`config.mk`:
```
export PLATFORM = sky130hd
export DESIGN_NAME = mac_tile_sched
export DESIGN_NICKNAME = d
export VERILOG_FILES = /design/src/rtl/mac_tile_sched.sv
export SDC_FILE = /design/constraint.sdc
export NUM_CORES = 1
export LEC_CHECK = 0
export BUFFER_PORTS_ARGS = -buffer_cell sky130_fd_sc_hd__buf_2
export CAP_MARGIN = 25
export CORE_MARGIN = 2
export CORE_UTILIZATION = 53
export DETAILED_ROUTE_END_ITERATION = 12
export MAX_ROUTING_LAYER = met4
export PLACE_DENSITY = 0.78
export SETUP_SLACK_MARGIN = 0.15
export SLEW_MARGIN = 30
export SYNTH_ARGS = -nofsm -noshare
export SYNTH_HDL_FRONTEND = slang
export SYNTH_SLANG_ARGS = --single-unit
```
`constraint.sdc`:
```
create_clock -name CLK -period 2.2 [get_ports CLK]
set_input_delay 0 -clock CLK [delete_from_list [all_inputs] [get_ports CLK]]
set_output_delay 0 -clock CLK [all_outputs]
set_load 0.005 [all_outputs]
```
`src/rtl/mac_tile_sched.sv`:
```
// mac_tile_sched: job-level scheduler in front of the macarray top.
//
// Accepts one job per JOB_VALID/JOB_READY handshake. A job carries a 12-bit
// MNT word that is forwarded unchanged to the macarray, plus a grid size of
// (JOB_MT+1) x (JOB_NT+1) output tiles. Tiles are walked in row-major order
// with the column index as the inner loop. Each tile gets one single-cycle
// START, then the scheduler waits for TILE_DONE. Between tiles it inserts a
// drain gap of GAP idle cycles. A per-tile watchdog drops the job and raises
// a sticky ERR after TIMEOUT wait cycles without TILE_DONE.
//
// Ports:
//   CLK        clock, rising edge
//   RSTN       synchronous reset, active high (1 = reset)
//   JOB_VALID  job request           JOB_READY  scheduler idle, can accept
//   JOB_MNT    per-tile config       JOB_MT/NT  row/col tile count minus 1
//   ABORT      cancel current job    TILE_DONE  tile-complete pulse
//   START      one-cycle tile start  MNT_O      latched JOB_MNT
//   TILE_ROW   current tile row      TILE_COL   current tile column
//   BUSY       job in progress       JOB_DONE   one-cycle completion pulse
//   ERR        sticky timeout flag
//
// All outputs are registered.

module mac_tile_sched #(
    parameter int unsigned GAP     = 2,
    parameter int unsigned TO_W    = 10,
    parameter int unsigned TIMEOUT = 1000
) (
    input  logic        CLK,
    input  logic        RSTN,
    input  logic        JOB_VALID,
    output logic        JOB_READY,
    input  logic [11:0] JOB_MNT,
    input  logic [1:0]  JOB_MT,
    input  logic [1:0]  JOB_NT,
    input  logic        ABORT,
    input  logic        TILE_DONE,
    output logic        START,
    output logic [11:0] MNT_O,
    output logic [1:0]  TILE_ROW,
    output logic [1:0]  TILE_COL,
    output logic        BUSY,
    output logic        JOB_DONE,
    output logic        ERR
);

    typedef enum logic [2:0] {
        S_IDLE,
        S_LAUNCH,
        S_WAIT,
        S_GAP,
        S_DONE
    } state_t;

    localparam int unsigned GC_W = (GAP > 1) ? $clog2(GAP) : 1;
    // Terminal counts: the counters start at 0, so the last cycle is N-1.
    localparam logic [TO_W-1:0] WD_LAST  = TO_W'(TIMEOUT - 1);
    localparam logic [GC_W-1:0] GAP_LAST = GC_W'(GAP - 1);

    state_t          state;
    logic [1:0]      mt_q;
    logic [1:0]      nt_q;
    logic [TO_W-1:0] wdog;
    logic [GC_W-1:0] gap_cnt;
    logic            last_tile;

    assign last_tile = (TILE_ROW == mt_q) && (TILE_COL == nt_q);

    always_ff @(posedge CLK) begin
        if (RSTN) begin
            state     <= S_IDLE;
            START     <= 1'b0;
            JOB_DONE  <= 1'b0;
            ERR       <= 1'b0;
            BUSY      <= 1'b0;
            JOB_READY <= 1'b1;
            MNT_O     <= '0;
            TILE_ROW  <= '0;
            TILE_COL  <= '0;
            mt_q      <= '0;
            nt_q      <= '0;
            wdog      <= '0;
            gap_cnt   <= '0;
        end else begin
            // Pulse outputs default low; only the transitions below raise them.
            START    <= 1'b0;
            JOB_DONE <= 1'b0;

            if (ABORT && (state != S_IDLE)) begin
                state     <= S_IDLE;
                BUSY      <= 1'b0;
                JOB_READY <= 1'b1;
            end else begin
                case (state)
                    S_IDLE: begin
                        // An abort coincident with a request blocks the accept.
                        if (JOB_VALID && JOB_READY && !ABORT) begin
                            MNT_O     <= JOB_MNT;
                            mt_q      <= JOB_MT;
                            nt_q      <= JOB_NT;
                            TILE_ROW  <= '0;
                            TILE_COL  <= '0;
                            ERR       <= 1'b0;
                            BUSY      <= 1'b1;
                            JOB_READY <= 1'b0;
                            START     <= 1'b1;
                            state     <= S_LAUNCH;
                        end
                    end

                    S_LAUNCH: begin
                        // TILE_DONE here coincides with START and is ignored.
                        wdog  <= '0;
                        state <= S_WAIT;
                    end

                    S_WAIT: begin
                        // TILE_DONE takes priority over a same-cycle timeout.
                        if (TILE_DONE) begin
                            if (last_tile) begin
                                JOB_DONE <= 1'b1;
                                state    <= S_DONE;
                            end else begin
                                if (TILE_COL == nt_q) begin
                                    TILE_COL <= '0;
                                    TILE_ROW <= TILE_ROW + 2'd1;
                                end else begin
                                    TILE_COL <= TILE_COL + 2'd1;
                                end
                                if (GAP == 0) begin
                                    START <= 1'b1;
                                    state <= S_LAUNCH;
                                end else begin
                                    gap_cnt <= '0;
                                    state   <= S_GAP;
                                end
                            end
                        end else if (wdog == WD_LAST) begin
                            ERR       <= 1'b1;
                            BUSY      <= 1'b0;
                            JOB_READY <= 1'b1;
                            state     <= S_IDLE;
                        end else begin
                            wdog <= wdog + TO_W'(1);
                        end
                    end

                    S_GAP: begin
                        // START is raised on the last gap cycle so that it is
                        // visible exactly GAP+1 cycles after TILE_DONE.
                        if (gap_cnt == GAP_LAST) begin
                            START <= 1'b1;
                            state <= S_LAUNCH;
                        end else begin
                            gap_cnt <= gap_cnt + GC_W'(1);
                        end
                    end

                    S_DONE: begin
                        BUSY      <= 1'b0;
                        JOB_READY <= 1'b1;
                        state     <= S_IDLE;
                    end

                    default: begin
                        BUSY      <= 1'b0;
                        JOB_READY <= 1'b1;
                        state     <= S_IDLE;
                    end
                endcase
            end
        end
    end

endmodule
```
==> results by stage, run 1 <==
Status:
- The run finished with clean final reports.

Placed design:
- After detailed placement, the design holds a cell count of around 300.
- The worst slack after detailed placement is 0.472 ns.
- Detailed placement finished with a half-perimeter wire length of 2.79 mm.
- The count of input and output buffers is 41.
- At the end of routability-driven placement, the weighted congestion stood at ~0.84.

Yosys:
- The register bit count reported by yosys is 39.
- Summed over its instances, the top area cell type makes up between 40% and 50% of the synthesized netlist area.
- The most used flip-flop cell after synthesis is sky130_fd_sc_hd__dfxtp_1.
- The cell taking the most area after synthesis is sky130_fd_sc_hd__dfxtp_1.
- Yosys printed 0 warnings.
- The number of distinct library cell variants in the gate-level netlist after synthesis is 46.
- The fraction of synthesis flops using an asynchronous set or reset pin is 0%.
- The number of nets produced by synthesis is 250.
- The average cell area after synthesis is between 8 and 9 sq um.
- sky130_fd_sc_hd__nand2_1 is the most common cell in the netlist.
- After synthesis, the cell types taking the most area are sky130_fd_sc_hd__dfxtp_1 42%, sky130_fd_sc_hd__nand2_1 8.2%, sky130_fd_sc_hd__a21oi_1 6.7%.
- The cell area after synthesis is 1870 sq um.
- For this run, the register share of the synthesized area comes to between 40% and 50%.
- The synthesized design contains 0 enable-type register cells.
- The commonest cells after synthesis are 41 x sky130_fd_sc_hd__nand2_1, 39 x sky130_fd_sc_hd__dfxtp_1, 25 x sky130_fd_sc_hd__a21oi_1.
- The synthesized instance count is 228.

Layout:
- The sequential cells in the finished layout cover a total of 781 sq um.
- The area taken by multi-input logic gates is 1030 sq um.
- The filler-free cell count of the finished design is 332.
- After filler insertion, the fill cell instance count of the layout stands at 290.
- The fraction of layout cells with a size suffix above 1 is between 20% and 30%.
- The antenna diode count is 0.
- Compared with the post-synthesis result, the final layout area differs by 25.6%.
- The final-stage net count is 307.

Pwr:
- In this run the power spent charging and discharging nets is about 770 uW.
- Of the total power, the share spent switching nets is 35.2%.
- Per report_power, the combinational group accounts for 35.8% of the total.
- The part of the total power dissipated in the clock network is 23.2%.
- The part of the power in registers is 41.0%.
- Across the VDD grid, the largest voltage drop is ~0.66 mV.
- The cell-internal power is 1410 uW.
- The leakage dissipation is just under 0.001 uW.
- The power density over the cells is 924 nW/um^2.
- The post-layout total power is 2180 uW.

Drt:
- In the detailed route, the total length drawn on met2 is 2.09 mm.
- After detailed routing, the number of remaining DRC violations is 0.
- The via count normalized by instance count is 5.32.
- The initial DRC count is 131.
- The wire length on met1 is 1.93 mm.
- Routed signal wires occupy layers up through met4.
- The number of antenna-violating nets in the routed design is 0.
- After detailed routing, the average wire length per cell comes to between 10 and 15 microns.
- The first detailed-routing pass took 4 iterations.
- The total wirelength of the detailed-routed design is 4.26 mm.
- The detailed-route via count is 1,767.
- The routed design uses around 190 microns of met3 wire.

Worst setup path:
- In this run the worst path has a maximum fanout of 6.
- The kind of start point of the critical path is a flop.
- The endpoint kind of the worst setup timing path is a flop.
- The class of the most critical setup path is reg -> reg.
- Data on the critical path is required at its endpoint by 2.49 ns.
- At the worst endpoint, the arrival time is about 2.1 ns.

Floorplanning:
- The cell row count is 21.
- The initial core utilization is 55.7%.
- The die covers 4030 sq um.
- The floorplan step defined a core boundary enclosing roughly 3400 sq um.
- Measured along the x axis, the die boundary spans 63.5 microns.
- Pin placement for this block handled 42 I/O pins.
- The die height is approximately 63 microns.

Global routing:
- The first-pass GRT wire length is 7.53 mm.
- Entering global routing, the biggest net connects 37 pins.
- The number of global-route vias before repair is approximately 1,700.
- For this run, the total global-route usage over all layers was measured as between 20% and 30%.
- The initial antenna violation count is 0.
- The leftover overflow at the end of global routing is 0.

STA:
- Setup total negative slack on the finished layout was measured at 0 ns.
- The count of final hold-check violations is 0.
- The worst pin sits at a relative slew slack of 57.7%.
- The worst path needs 1.82 ns of the cycle, external delays included.
- For this run, the top clock speed supported by timing is 549 MHz.
- For the pin with the worst max-slew slack, the measured transition is 0.634 ns.
- The worst clock skew on the final layout is 0.0102 ns.
- In the post-route analysis, the smallest setup slack over all paths is 0.378 ns.
- Setup violations remaining at the end of the flow were counted as 0.
- The worst hold slack across all endpoints is between 0.04 and 0.05 ns.
- The number of max-slew violations in the final report was 0.
- In the finished design, the share of the clock period the worst path needs comes to 82.8%.
- Setup repair after global routing left no endpoint under its margin.

Clocking:
- The H-tree depth reported by CTS is 2.
- The clock buffer count from CTS is 5.
- The tree built by TritonCTS fans out to 39 sinks.
- In this run the deepest clock path goes through 2 buffers.
- The clock tree from TritonCTS is yes.
- The buffers inserted during post-CTS setup optimization is 0.
- At the later pin of the worst-skew pair, clock insertion delay measures 0.35 ns.
- Clock tree synthesis selected as its root buffer the cell sky130_fd_sc_hd__clkbuf_4.
- After clock tree synthesis, the clock-pin slew on the worst setup and hold paths is 0.12 ns.

Hold path:
- The class of the worst hold path is in -> reg.

Run:
- The number of maximum-capacitance constraint violations is 0.
## final cells by class
| type | count | area share [%] |
|---|---|---|
| flip-flops and latches | 39 | 33.2 |
| clock buffers | 6 | 2.18 |
| inverters | 4 | 0.638 |
| clock inverters | 2 | 1.49 |
| repair buffers | 60 | 16.5 |
| multi-input cells | 175 | 43.6 |
| well taps | 46 | 2.44 |
## repair_timing
action,in CTS,in global routing
endpoints found under the hold margin,16,0
gates resized for setup,0,0
hold buffers,16,0
## sequential cells by signal (all words and copies together) (netlist names)
register	cells
nt_q	2
TILE_ROW	2
state	3
mt_q	2
MNT_O	12
START	1
wdog	10
gap_cnt	1
JOB_DONE	1
TILE_COL	2
ERR	1
BUSY	1
JOB_READY	1
## critical path, cell delays in order, from the launching register on
cell and delay (ns):
sky130_fd_sc_hd__dfxtp_1 0.41, sky130_fd_sc_hd__ha_1 0.27, sky130_fd_sc_hd__nand4b_1 0.22, sky130_fd_sc_hd__o31ai_2 0.32, sky130_fd_sc_hd__a21o_1 0.27, sky130_fd_sc_hd__o21ai_0 0.12
sky130_fd_sc_hd__a21oi_1 0.15
## cells in the final DEF, fill, tap and decap left out, drive strengths merged, types with 2 or more instances in the layout
cell type,instances
a211o,2
a211oi,2
a21o,4
a21oi,27
and2,2
and3,2
buf,44
clkbuf,6
dfxtp,39
dlygate4sd3,16
inv,4
mux2i,3
nand2,41
nand2b,6
nand3,7
nand3b,5
nand4,2
nor2,20
nor2b,6
nor3,7
o211ai,2
o21ai,13
o31ai,4
o41ai,2
or3,2
xor2,4
## power groups by stage
| stage | Clock [uW] | Sequential [uW] | Combinational (uW) |
|---|---|---|---|
| 4_1_cts | 510 | 889 | 780 |
| 2_1_floorplan | 0 | 868 | 589 |
| 6_report | 506 | 892 | 778 |
| 5_1_grt | 541 | 910 | 883 |
| 3_5_place_dp | 0 | 905 | 754 |
| 3_3_place_gp | 0 | 904 | 742 |
## layer usage
| layer | vias up | global-route usage [%] |
|---|---|---|
| met1 | 809 | 28.7 |
| li1 | 912 | - |
| met4 | 0 | 6.52 |
| met2 | 39 | 40.4 |
| met5 | - | - |
| met3 | 7 | 6.43 |
## cells by family (layout without fill, tap and decap cells)
logic type	after synthesis	after routing	share of synthesized area (%)
XOR/XNOR	4	4	2.27
AND/OR/NAND/NOR	104	104	27.4
adder cells (fa/ha/maj)	1	1	0.667
multiplexers	3	3	1.60
flip-flops	39	39	41.7
buffers and inverters	14	72	3.54
AO/OA/AOI/OAI	63	63	22.9
## through the flow
stage | cell area [sq um] | utilization, %
after floorplan | 1870 | -
after detailed placement | 2110 | 62.7
final | 2350 | 70.0
after global placement | 2110 | 62.7
after global routing | 2350 | 70.0
after CTS | 2350 | 70.0
## path summary, 6_finish.rpt
| check | start | to | slack (ns) | depth (start not counted) |
|---|---|---|---|---|
| setup / recovery | wdog[0]$_SDFFE_PP0P_ | wdog[2]$_SDFFE_PP0P_ | 0.38 | 6 |
| setup reg to reg | wdog[0]$_SDFFE_PP0P_ | wdog[2]$_SDFFE_PP0P_ | 0.38 | 6 |
| hold / removal | TILE_DONE | JOB_DONE$_SDFF_PP0_ | 0.05 | 3 |
| hold reg to reg | MNT_O[5]$_SDFFE_PP0P_ | MNT_O[5]$_SDFFE_PP0P_ | 0.46 | 2 |
(Power assumes the default switching activity.)
==> run 2, diff against run 1 <==
--- a/config.mk
+++ b/config.mk
@@ -5,13 +5,14 @@
 export SDC_FILE = /design/constraint.sdc
 export NUM_CORES = 1
 export LEC_CHECK = 0
+export ABC_AREA = 1
 export BUFFER_PORTS_ARGS = -buffer_cell sky130_fd_sc_hd__buf_2
 export CAP_MARGIN = 25
 export CORE_MARGIN = 2
-export CORE_UTILIZATION = 53
+export CORE_UTILIZATION = 54
 export DETAILED_ROUTE_END_ITERATION = 12
 export MAX_ROUTING_LAYER = met4
-export PLACE_DENSITY = 0.78
+export PLACE_DENSITY = 0.79
 export SETUP_SLACK_MARGIN = 0.15
 export SLEW_MARGIN = 30
 export SYNTH_ARGS = -nofsm -noshare
==> constraint.sdc (replaced) <==
create_clock -name CLK -period 1.8 [get_ports CLK]
set_input_delay 0 -clock CLK [delete_from_list [all_inputs] [get_ports CLK]]
set_output_delay 0 -clock CLK [all_outputs]
set_load 0.005 [all_outputs]
==> run 2 against run 1 <==
Against the previous run: critical path depth grew 1; clock skew decreased by 0.00053 ns; area after synthesis up 8.3%; combinational power up 98%; hold slack got worse by 0.017 ns; cell count up 25%; register-to-register slack got worse by 0.09 ns; sequential cell count stayed put; synthesized cell count is 34% higher.
==> results by stage, run 2 <==
Status:
- The flow ran to the end, and the final reports show no timing, DRC or antenna violations.

Global routing:
- The largest net degree at the start of global routing was 24 (-35%).
- The number of global-route vias before repair was 1,992 (+15%).
- The initial antenna violation count is 0 (unchanged).
- The aggregate global-route resource usage came to 25.6% (+1.4 points).
- The leftover overflow at the end of global routing is 0 (unchanged).
- The first-pass GRT wire length is 8.29 mm (+10%).

Worst setup path:
- The number of logic stages on the critical path including buffering was 7 (+1).
- The number of buffers and inverters on the critical path is 2 (+2).
- The setup slack of the worst register-to-register path was 0.29 ns (-0.09 ns).
- The largest fanout on the critical path came to 21 (+15).
- The worst register-to-register path begins at state[2]$_SDFFE_PP0P_.
- The data required time of the worst path came to 2.03 ns (-0.46 ns).
- The slowest stage of the critical path belongs to the cell sky130_fd_sc_hd__inv_1.
- The kind of start point of the critical path is a flop.
- The worst register-to-register path ends at ERR$_SDFFE_PP0P_.
- The class of the most critical setup path is reg -> reg.
- The worst reg-to-reg path cell count was 7 (+1).
- Walking the worst path, the cells encountered are nor2_4 > nand2_4 > nor2_2 > inv_1 > buf_4 > nand2_1 > a21oi_1.
- The maximum cell stage delay along the critical path came to 0.46 ns (+0.05 ns).
- The endpoint kind of the worst setup timing path is a flop.
- The worst setup path startpoint is state[2]$_SDFFE_PP0P_.
- The data arrival time at the worst-slack endpoint came to 1.74 ns (-0.37 ns).
- The most critical setup path has its endpoint at ERR$_SDFFE_PP0P_.
- The kind of cell adding the most delay to the critical path is buffers and inverters.

Yosys:
- The cell taking the most area after synthesis is sky130_fd_sc_hd__dfxtp_1.
- The post-synthesis sequential area ratio is 38.4% (-3.2 points).
- The fraction of synthesis flops using an asynchronous set or reset pin was 0% (unchanged).
- In the post-synthesis netlist, the biggest area contributors are sky130_fd_sc_hd__dfxtp_1 38%, sky130_fd_sc_hd__nand2_1 12%, sky130_fd_sc_hd__nor2_1 10%.
- The area share of the largest cell type after synthesis is 38.4% (-3.2 points).
- The average cell area after synthesis is 6.66 sq um (-19%).
- The number of nets produced by synthesis is 327 (+31%).
- The register bit count reported by yosys is 39 (unchanged).
- The number of flops mapped to enable cells by yosys came to 0 (unchanged).
- The number of distinct library cell variants in the gate-level netlist after synthesis came to 28 (-39%).
- The cell with the most instances after synthesis is sky130_fd_sc_hd__nand2_1.
- The synthesized instance count came to 305 (+34%).
- The most used flip-flop cell after synthesis is sky130_fd_sc_hd__dfxtp_1.
- The cell area after synthesis is 2030 sq um (+8.3%).
- By count the netlist is led by 66 x sky130_fd_sc_hd__nand2_1, 54 x sky130_fd_sc_hd__nor2_1, 39 x sky130_fd_sc_hd__dfxtp_1.
- The synthesis warning total is 0 (unchanged).

Pwr:
- The post-layout total power is 3300 uW (+52%).
- The maximum vdd drop is 0.651 mV (-1.2%).
- The power density over the cells is 1290 nW/um^2 (+40%).
- The leakage dissipation came to 0.00121 uW (+25%).

STA:
- The worst clock skew on the final layout is 0.00964 ns (-0.000529 ns).
- The minimum clock period after layout came to 1.51 ns (-0.309 ns).
- The count of final hold-check violations is 0 (unchanged).
- The slew at the pin closest to its max-slew limit was 0.626 ns (-0.00871 ns).
- The final-report setup violation count is 0 (unchanged).
- Setup repair after global routing could not meet its margin everywhere.
- The total negative slack came to 0 ns (unchanged).
- The worst-case headroom to the max-slew limit is 58.3% (+0.53 points).
- The ratio of final minimum period to clock period is 84.0% (+1.2 points).
- The number of max-slew violations in the final report came to 0 (unchanged).
- The achievable clock frequency is 661 MHz (+20%).
- The worst hold slack across all endpoints was 0.0296 ns (-0.0166 ns).

Drt:
- The number of antenna-violating nets in the routed design is 0 (unchanged).
- The total wirelength of the detailed-routed design came to 4.68 mm (+10%).
- The via count normalized by instance count came to 5.00 (-6.1%).
- The initial DRC count was 106 (-19%).
- The first-pass detailed-route iteration total is 4 (unchanged).
- The detailed-route via count was 2,078 (+18%).
- The final routed wire length divided by cell count is 11.3 microns (-12%).
- The detailed-route DRC error count is 0 (unchanged).

Floorplanning:
- The initial core utilization is 55.9% (+0.16 points).
- The die height is 65.3 microns (+2.9%).
- The I/O pin count is 42 (unchanged).
- The cell row count was 22 (+4.8%).
- The core area is 3630 sq um (+8.0%).
- The die area is 4270 sq um (+5.9%).
- The die boundary width is 65.3 microns (+2.9%).

Layout:
- The synthesis-to-finish area growth is 25.8% (about the same).
- The final-stage net count is 389 (+27%).
- The library cells used most frequently in the layout, excluding fill and tap cells, are 66 x sky130_fd_sc_hd__nand2_1, 54 x sky130_fd_sc_hd__nor2_1, 41 x sky130_fd_sc_hd__buf_2.
- The flip-flop count of the largest register after layout came to 12 (unchanged).
- In the final layout, the registers with the most flip-flops are MNT_O (12), wdog (10), state (3).
- The filler-free cell count of the finished design is 416 (+25%).
- The antenna diode count came to 0 (unchanged).
- More flip-flops sit in one register than any other, and that register is MNT_O.
- The commonest non-fill, non-tap cell in the layout is sky130_fd_sc_hd__nand2_1.
- The number of filler instances in the final layout is 321 (+11%).
- The fraction of layout cells with a size suffix above 1 is 22.6% (+0.18 points).
- The post-route cell area is 2550 sq um (+8.4%).

Placed design:
- The weighted congestion at the end of routability-driven global placement came to 0.889 (+5.5%).
- The instance area at placement is 2300 sq um (+9.0%).
- The final HPWL from detailed placement came to 3.17 mm (+13%).
- The number of instances in the placed design is 391 (+27%).
- The count of input and output buffers is 41 (unchanged).

Clocking:
- The number of buffers on the longest clock path is 2 (unchanged).
- The clock buffer count from CTS is 5 (unchanged).
- The master cell of the clock root buffer is sky130_fd_sc_hd__clkbuf_8.
- The clock insertion delay at the later pin of the skew report is 0.30 ns (-0.05 ns).
- The H-tree depth reported by CTS was 2 (unchanged).
- The clock input transition at the sequential cells of the worst setup and hold paths was 0.07 ns (-0.05 ns).
- The clock tree from TritonCTS is yes.
- The number of sinks handled by clock tree synthesis is 39 (unchanged).

Run:
- The number of maximum-capacitance constraint violations came to 0 (unchanged).

Hold path:
- The class of the worst hold path is in -> reg.
-- run 2: final cells by class --
class	instances	area [sq um]	area share, %
tap	48	60.1	2.35
sequential	39	783	30.7
clock inverter	3	15.0	0.588
multi-input combinational	217	1040	40.9
clock buffer	5	68.8	2.69
timing repair buffer	62	418	16.4
inverter	42	164	6.42
-- run 2: per-stage QoR --
step | setup slack (ns) | util, %
final | 0.287 | 70.3
after global routing | 0.146 | 70.3
after CTS | 0.248 | 70.2
after detailed placement | 0.266 | 63.2
after global placement | 0.282 | 63.2
after floorplan | 0.429 | -
-- run 2: worst min-delay path by stage --
stage	slack (ns)	cells past startpoint	startpoint	endpoint
global placement	0.21	2	RSTN	wdog[2]$_SDFFE_PP0P_
floorplan	0.07	1	RSTN	wdog[2]$_SDFFE_PP0P_
finish	0.03	3	ABORT	JOB_READY$_SDFFE_PP1P_
global route	0.06	3	ABORT	JOB_READY$_SDFFE_PP1P_
detailed placement	0.21	2	RSTN	wdog[3]$_SDFFE_PP0P_
CTS	0.02	3	ABORT	JOB_READY$_SDFFE_PP1P_
-- run 2: tightest hold or removal path: stages --
cell	delay (ns)
sky130_fd_sc_hd__buf_2	0.11
sky130_fd_sc_hd__nand2_2	0.09
sky130_fd_sc_hd__nand4_1	0.09
-- run 2: timing repair --
item,in CTS,in global routing
buffers inserted,0,0
endpoints found under the setup margin,0,9
resized for setup,0,2
hold endpoints to repair,19,0
hold buffers,17,0
-- run 2: cells by family after synthesis --
| group | synth area share, % |
|---|---|
| AOI/OAI and AO/OA | 10.0 |
| xor gates and xnor gates | 0.431 |
| adders and majority gates | 0.616 |
| buffers and inverters | 10.1 |
| DFF | 38.4 |
| and+or+nand+nor | 40.4 |
-- run 2: layer usage --
layer | up-vias | wire [microns] | track usage (%)
li1 | 1088 | - | -
met2 | 65 | 2190 | 42.6
met4 | 0 | 76 | 10.4
met1 | 916 | 2140 | 29.6
met3 | 9 | 272 | 6.16
met5 | - | 0 | -
-- run 2: power breakdown --
part | switching [uW] | total [uW] | internal [uW] | leakage (uW)
logic | 976 | 1540 | 566 | 0.000839
registers | 123 | 1170 | 1050 | 0.000320
clock network | 320 | 585 | 265 | 0.0000477
total | 1420 | 3300 | 1880 | 0.00121
